`config.mk`:
```
export PLATFORM = sky130hd
export DESIGN_NAME = bus_gen_arbiter
export DESIGN_NICKNAME = d
export VERILOG_FILES = /design/src/rtl/bus_gen_arbiter.sv
export SDC_FILE = /design/constraint.sdc
export NUM_CORES = 1
export LEC_CHECK = 0
export CAP_MARGIN = 20
export CORE_MARGIN = 2
export CORE_UTILIZATION = 35
export DETAILED_ROUTE_END_ITERATION = 6
export GPL_TIMING_DRIVEN = 0
export PLACE_DENSITY = 0.88
export SYNTH_ARGS = -nofsm -noshare
export SYNTH_HDL_FRONTEND = slang
export SYNTH_SLANG_ARGS = --single-unit
export TNS_END_PERCENT = 20
```
`constraint.sdc`:
```
create_clock -name clk -period 2.2 [get_ports clk]
set_input_delay 0.22 -clock clk [delete_from_list [all_inputs] [get_ports clk]]
set_output_delay 0.22 -clock clk [all_outputs]
set_load 0.02 [all_outputs]
```
`src/rtl/bus_gen_arbiter.sv`:
```
// Shared-bus generator: per bus, a round-robin arbiter pops one pending source
// FIFO and delivers its packet to the addressed device (or to all others on broadcast).
module bus_gen_arbiter #(
    parameter int          bits      = 1,
    parameter int          drvrs     = 4,
    parameter int          pckg_sz   = 16,
    parameter logic [7:0]  broadcast = 8'hFF
) (
    input  logic                                     clk,
    input  logic                                     reset,
    input  logic [bits-1:0][drvrs-1:0]               pndng,
    input  logic [bits-1:0][drvrs-1:0][pckg_sz-1:0]  D_pop,
    output logic [bits-1:0][drvrs-1:0]               pop,
    output logic [bits-1:0][drvrs-1:0]               push,
    output logic [bits-1:0][drvrs-1:0][pckg_sz-1:0]  D_push
);

    localparam int GW = (drvrs > 1) ? $clog2(drvrs) : 1;
    localparam logic [drvrs-1:0] ONE = {{(drvrs-1){1'b0}}, 1'b1};

    typedef enum logic [1:0] {
        IDLE = 2'd0,
        POP  = 2'd1,
        PUSH = 2'd2
    } state_e;

    // First requester after 'last' in circular order; 'last' itself is checked last.
    function automatic logic [GW-1:0] rr_pick(input logic [drvrs-1:0] req,
                                              input logic [GW-1:0]    last);
        logic [GW-1:0] pick;
        logic          found;
        logic          hit;
        int            idx;
        pick  = last;
        found = 1'b0;
        for (int i = 1; i <= drvrs; i++) begin
            idx   = (int'(last) + i) % drvrs;
            hit   = !found && req[GW'(idx)];
            pick  = hit ? GW'(idx) : pick;
            found = found | hit;
        end
        return pick;
    endfunction

    // Out-of-range destinations yield an empty mask, which drops the packet.
    function automatic logic [drvrs-1:0] dest_mask(input logic [7:0]    dest,
                                                   input logic [GW-1:0] src);
        logic [drvrs-1:0] mask;
        if (dest == broadcast) begin
            mask = ~(ONE << src);
        end else if (int'(dest) < drvrs) begin
            mask = ONE << dest;
        end else begin
            mask = '0;
        end
        return mask;
    endfunction

    for (genvar b = 0; b < bits; b++) begin : g_bus
        state_e             state_q, state_d;
        logic [GW-1:0]      grant_q, grant_d;
        logic [GW-1:0]      last_q, last_d;
        logic [drvrs-1:0]   pop_q, pop_d;
        logic [drvrs-1:0]   push_q, push_d;
        logic [pckg_sz-1:0] pkt_q, pkt_d;

        // Next-state and next-output computation for this bus.
        always_comb begin
            state_d = state_q;
            grant_d = grant_q;
            last_d  = last_q;
            pkt_d   = pkt_q;
            pop_d   = '0;
            push_d  = '0;
            case (state_q)
                IDLE: begin
                    if (|pndng[b]) begin
                        grant_d = rr_pick(pndng[b], last_q);
                        pop_d   = ONE << grant_d;
                        state_d = POP;
                    end else begin
                        state_d = IDLE;
                    end
                end
                POP: begin
                    pkt_d   = D_pop[b][grant_q];
                    last_d  = grant_q;
                    push_d  = dest_mask(D_pop[b][grant_q][pckg_sz-1 -: 8], grant_q);
                    state_d = PUSH;
                end
                PUSH: begin
                    state_d = IDLE;
                end
                default: begin
                    state_d = IDLE;
                end
            endcase
        end

        // State, packet and strobe registers; async reset returns the bus to idle.
        always_ff @(posedge clk or posedge reset) begin
            if (reset) begin
                state_q <= IDLE;
                grant_q <= '0;
                last_q  <= GW'(drvrs - 1);
                pkt_q   <= '0;
                pop_q   <= '0;
                push_q  <= '0;
            end else begin
                state_q <= state_d;
                grant_q <= grant_d;
                last_q  <= last_d;
                pkt_q   <= pkt_d;
                pop_q   <= pop_d;
                push_q  <= push_d;
            end
        end

        assign pop[b]    = pop_q;
        assign push[b]   = push_q;
        assign D_push[b] = {drvrs{pkt_q}};
    end

endmodule

```
# [Word-level counts from Yosys, hierarchy flattened]
# Index checks and enable logic that the tools add are counted.
[word_totals] register_bits=30 in_bits=70 out_inout_bits=72 elab_cells=58
[op_classes] n_addsub=4 order_cmp=6 eq_ne=2 shifts=3 muxes=25 bitwise=3 reduce_logical=9
[op_table] op="16-bit binary-select mux with 2-bit select" n=1
[op_table] op="4-bit 2-to-1 mux" n=5
[op_table] op="2-bit by 4-bit less-than comparator with 1-bit output, second input constant" n=4
[op_table] op="16-bit 2-to-1 mux" n=1
[op_table] op="1-bit 2-to-1 mux" n=9
[op_table] op="1-bit binary-select mux with 2-bit select" n=4
[op_table] op="8-bit == test, second input constant" n=1
[op_table] op="8-bit by 3-bit less-than comparator with 1-bit output, second input constant" n=1
[op_table] op="2-bit 2-to-1 mux" n=4
[op_table] op="1-bit by 2-bit left shift with 4-bit output, first input constant" n=2
[op_table] op="1-bit by 8-bit left shift with 4-bit output, first input constant" n=1
[op_table] op="2-bit by 1-bit adder with 2-bit output, second input constant" n=2
[op_table] op="2-bit adder, second input constant" n=2
[op_table] op="4-bit NOT" n=1
[op_table] op="2-bit one-hot mux with 2 select lines" n=1
[op_table] op="4-bit OR reduction" n=1
[op_table] op="1-bit logical AND" n=3
[op_table] op="1-bit logical NOT" n=3
[op_table] op="2-bit by 3-bit less-than comparator with 1-bit output, second input constant" n=1
[op_table] op="2-bit by 1-bit == test with 1-bit output, second input constant" n=1
[op_table] op="2-bit logical NOT" n=1
[op_table] op="1-bit OR" n=2
[op_table] op="2-bit AND reduction" n=1

# [Logic depth before layout (Yosys ltp)]
[logic_depth] depth_word=16 ltp_mapped=5

# [Worst setup path before layout]
# OpenSTA, ideal clock, no wires.
[synth_path] kind="register to register" start="register g_bus[0].grant_q[0]" end="register g_bus[0].push_q[0] (netlist: push[0])" setup_time_ps=101 t_arrival_ps=1646 slack_ps=453 path_stages_with_launch=6 path_cell_list="dfrtp_1 > buf_6 > mux4_2 > nor4_4 > nand2_1 > o32ai_1"
[synth_between] elab_chain_len=6 word_cells_on_any_way=10
[synth_lines] item="start, declared" line_no="61" text="logic [GW-1:0] grant_q, grant_d;"
[synth_lines] item="start signal, assigned" line_no="111" text="grant_q <= grant_d;"
[synth_lines] item="16-bit binary-select mux with 2-bit select" line_no="88" text="push_d = dest_mask(D_pop[b][grant_q][pckg_sz-1 -: 8], grant_q);"
[synth_lines] item="16-bit 2-to-1 mux (implied by the code)" line_no="88"
[synth_lines] item="8-bit by 3-bit less-than comparator with 1-bit output or 1-bit by 8-bit left shift with 4-bit output (tied branches)" line_no="51, 52"
[synth_lines] item="4-bit 2-to-1 mux" line_no="51" text="end else if (int'(dest) < drvrs) begin"
[synth_lines] item="4-bit 2-to-1 mux *" line_no="49" text="if (dest == broadcast) begin"
[synth_lines] item="4-bit 2-to-1 mux *" line_no="75" text="case (state_q)"
[synth_lines] item="named net g_bus[0].push_d[0]" line_no="64" text="logic [drvrs-1:0] push_q, push_d;"
[synth_lines] item="end signal, assigned" line_no="115" text="push_q <= push_d;"
[synth_lines] item="end, declared" line_no="64"
# The timed path passes the listed nets; every way through them passes the cells marked *. The select of a mux whose other input is x is not followed.
# A chain may end at the register's enable or synchronous reset.

# [Worst setup path after layout]
# Ends and elaborated chain as after synthesis.

==> flow_summary.yaml <==
timing:
  period_share_pct: 87.9
  maxSlewViolCount: 0
  setup_viol: 0
  fin_tns_setup_ns: 0
  setup_slack_ns: 0.265
  max_freq_ghz: 0.517
  tightest_slew_ns: 0.642
  min_period_ns: 1.93
  rsz0062_at_grt: "false"
  hold_viol_final: 0
  fin_hold_ws_ns: 0.331
  relSlewSlack_pct: 57.1
  fin_skew_ns: 0.00768
logic_synthesis:
  synth.largest_area_cell: "dfrtp_1"
  seq_area_frac_synth_pct: 37.5
  netlist_top_cells_area: "dfrtp_1 (35%), buf_4 (18%), mux4_2 (12%)"
  ys_ff_latch: 30
  post_synth.cell_area_avg_um2: 10.3
  synth_cells: 196
  syn-num-nets: 266
  ys_types: 32
  synth_top_area_share_pct: 34.9
  synth_warnings: 0
  synth_area_mm2: 0.00201
clock_tree:
  tritoncts: "yes"
  htree_levels: 2
  clock_latency_ns: 0.28
  cts.root.buffer_cell: "clkbuf_8"
  cts.reportedPaths.clkPinSlew_ns: 0.06
  hold_buffers: 0
  cts_setup_buffers: 0
  cts_buffers: 5
  cts_resized: 0
  cts.sinks: 30
  cts_max_path_buffers: 2
place:
  placedCellCount: 410
  io_buffer_count: 141
  place_hpwl_um: 5160
  dp_slack_ns: 0.223
  place_congestion: 0.773
pwr:
  ir_drop_uv: 632
  switching_power_mw: 2.27
  pwr-share-clk_pct: 12.2
  power_frac_comb_pct: 69.3
  pwr_density_cell_mw_per_mm2: 1530
  swShare_pct: 40.3
  p_seq_share_pct: 18.5
  finalPower_mw: 5.64
  leakagePower_nw: 1.63
  p_int_mw: 3.37
worst_setup_path:
  end_kind: "flop"
  crit_fanout: 10
  worstPathRequired_ns: 2.38
  start_kind: "flop"
  path_class: "flop to flop"
  cp_data_arrival_time_ns: 2.11
detailed_routing:
  wire_per_inst_um: 14.9
  ant_nets: 0
  dr.first_iter.drc_count: 108
  dr.pass1.iters: 4
  viasPerCell: 4.72
  drc: 0
  vias: 1971
  wl_um: 6210
floorplanning:
  placementRows: 27
  initial_core_util_pct: 36.3
  io_pins: 142
  chipHeight_um: 79.8
  die_w_um: 79.8
  die_area_mm2: 0.00636
  core_area_mm2: 0.00554
final_layout:
  instances_no_fill: 418
  fill_cells: 454
  drive_gt1_share_pct: 22.5
  num_antenna_cells: 0
  area_growth_pct: 83.2
  num-nets-final: 415
global_routing:
  grt_pass1_vias: 2070
  grt_use_total_pct: 19.9
  overflow: 0
  grt_max_degree: 18
  antenna_found_initial: 0
  grt_pass1_wl_um: 9680
run:
  maxCapViolCount: 0
status:
  outcome: "finished clean"
min_path:
  min_path_type: "input pin to async pin"
-- placed cells by master (no fill, tap or decap), types with 2 or more instances in the layout --
cell and instances:
buf_2 2, buf_4 48, bufinv_16 2, clkbuf_1 3
clkbuf_8 6, clkdlybuf4s50_1 141, dfrtp_1 28, dfstp_2 2
inv_1 6, mux2_2 2, mux4_1 5, mux4_2 11
nand2_1 53, nand2b_1 3, nor2_1 2, nor3_1 2
nor3b_1 2, o21ai_0 8, o32ai_1 3
-- state kept, by name (all words and copies together) (netlist names) --
| name | count |
|---|---|
| g_bus.grant_q | 2 |
| g_bus.last_q | 2 |
| g_bus.pkt_q | 16 |
| g_bus.state_q | 2 |
| pop | 4 |
| push | 4 |
-- worst max-delay path, stage by stage (launching register included) --
cell,delay [ns]
dfrtp_1,0.38
buf_6,0.18
mux4_1,0.63
nor3_1,0.27
nand2_1,0.14
o32ai_1,0.24
-- through the flow --
stage	utilization [%]	area, um^2
detailed placement	63.9	3540
floorplan	-	2010
CTS	66.4	3680
global placement	63.4	3510
finish	66.4	3680
global route	66.4	3680
-- logic make-up (layout without fill, tap and decap cells) --
logic type / after synthesis / in the layout / share of synthesized area (%)
multiplexers: 18 / 18 / 20.0
AO/OA/AOI/OAI: 16 / 16 / 5.23
flip-flops: 30 / 30 / 37.5
buffers and inverters: 61 / 211 / 20.9
AND/OR/NAND/NOR: 71 / 71 / 16.4
-- final cells by class --
class,instances,area (um^2),area share [%]
timing repair buffer,142,1440,39.1
clock inverter,2,60.1,1.63
buffer,55,397,10.8
multi-input combinational,105,837,22.7
inverter,6,22.5,0.612
tap,72,90.1,2.45
sequential,30,753,20.5
clock buffer,6,82.6,2.24
-- worst paths after layout --
path | start | end | slack (ns) | cells after the start
max reg2reg | g_bus[0].grant_q[0] | push[0] | 0.27 | 5
max in group asynchronous | reset | g_bus[0].last_q[0] | 1.29 | 3
min in group clk | g_bus[0].last_q[0] | g_bus[0].last_q[0] | 0.53 | 2
min reg2reg | g_bus[0].last_q[0] | g_bus[0].last_q[0] | 0.53 | 2
max | g_bus[0].grant_q[0] | push[0] | 0.27 | 5
min | reset | g_bus[0].pkt_q[4] | 0.33 | 2
-- power by group through the flow --
stage / registers, mW / clock network, mW / logic [mW]
after floorplan: 1.21 / 0 / 2.15
after global placement: 1.03 / 0 / 3.83
after detailed placement: 1.05 / 0 / 3.93
after CTS: 1.05 / 0.696 / 3.94
after global routing: 1.09 / 0.722 / 4.15
final: 1.04 / 0.688 / 3.91
-- layer usage --
metal	wire length [um]	share of wire, %	vias to the layer above	global-route usage (%)
met5	0	0	-	0
met4	142	2.3	0	9.15
met3	270	4.3	13	3.62
met2	3480	56	79	37.7
met1	2320	37	952	21.2
li1	-	-	927	-
-- Yosys cell counts --
cell type  count
nand2_1       53
buf_4         48
dfrtp_1       28
mux4_2        11
o21ai_0        8
inv_1          6
mux4_1         5
clkbuf_1       3
nand2b_1       3
o32ai_1        3
buf_2          2
dfstp_2        2
mux2_2         2
nor2_1         2
nor3_1         2
nor3b_1        2
a21o_1         1
a21oi_1        1
a221o_1        1
and3_1         1
buf_1          1
buf_6          1
nand2_2        1
nand4b_1       1
nor2b_1        1
nor4_1         1
nor4_4         1
o2111ai_1      1
o31ai_1        1
or2b_1         1
or3_1          1
or3_4          1
No activity file was read; power rests on OpenSTA's default activity.
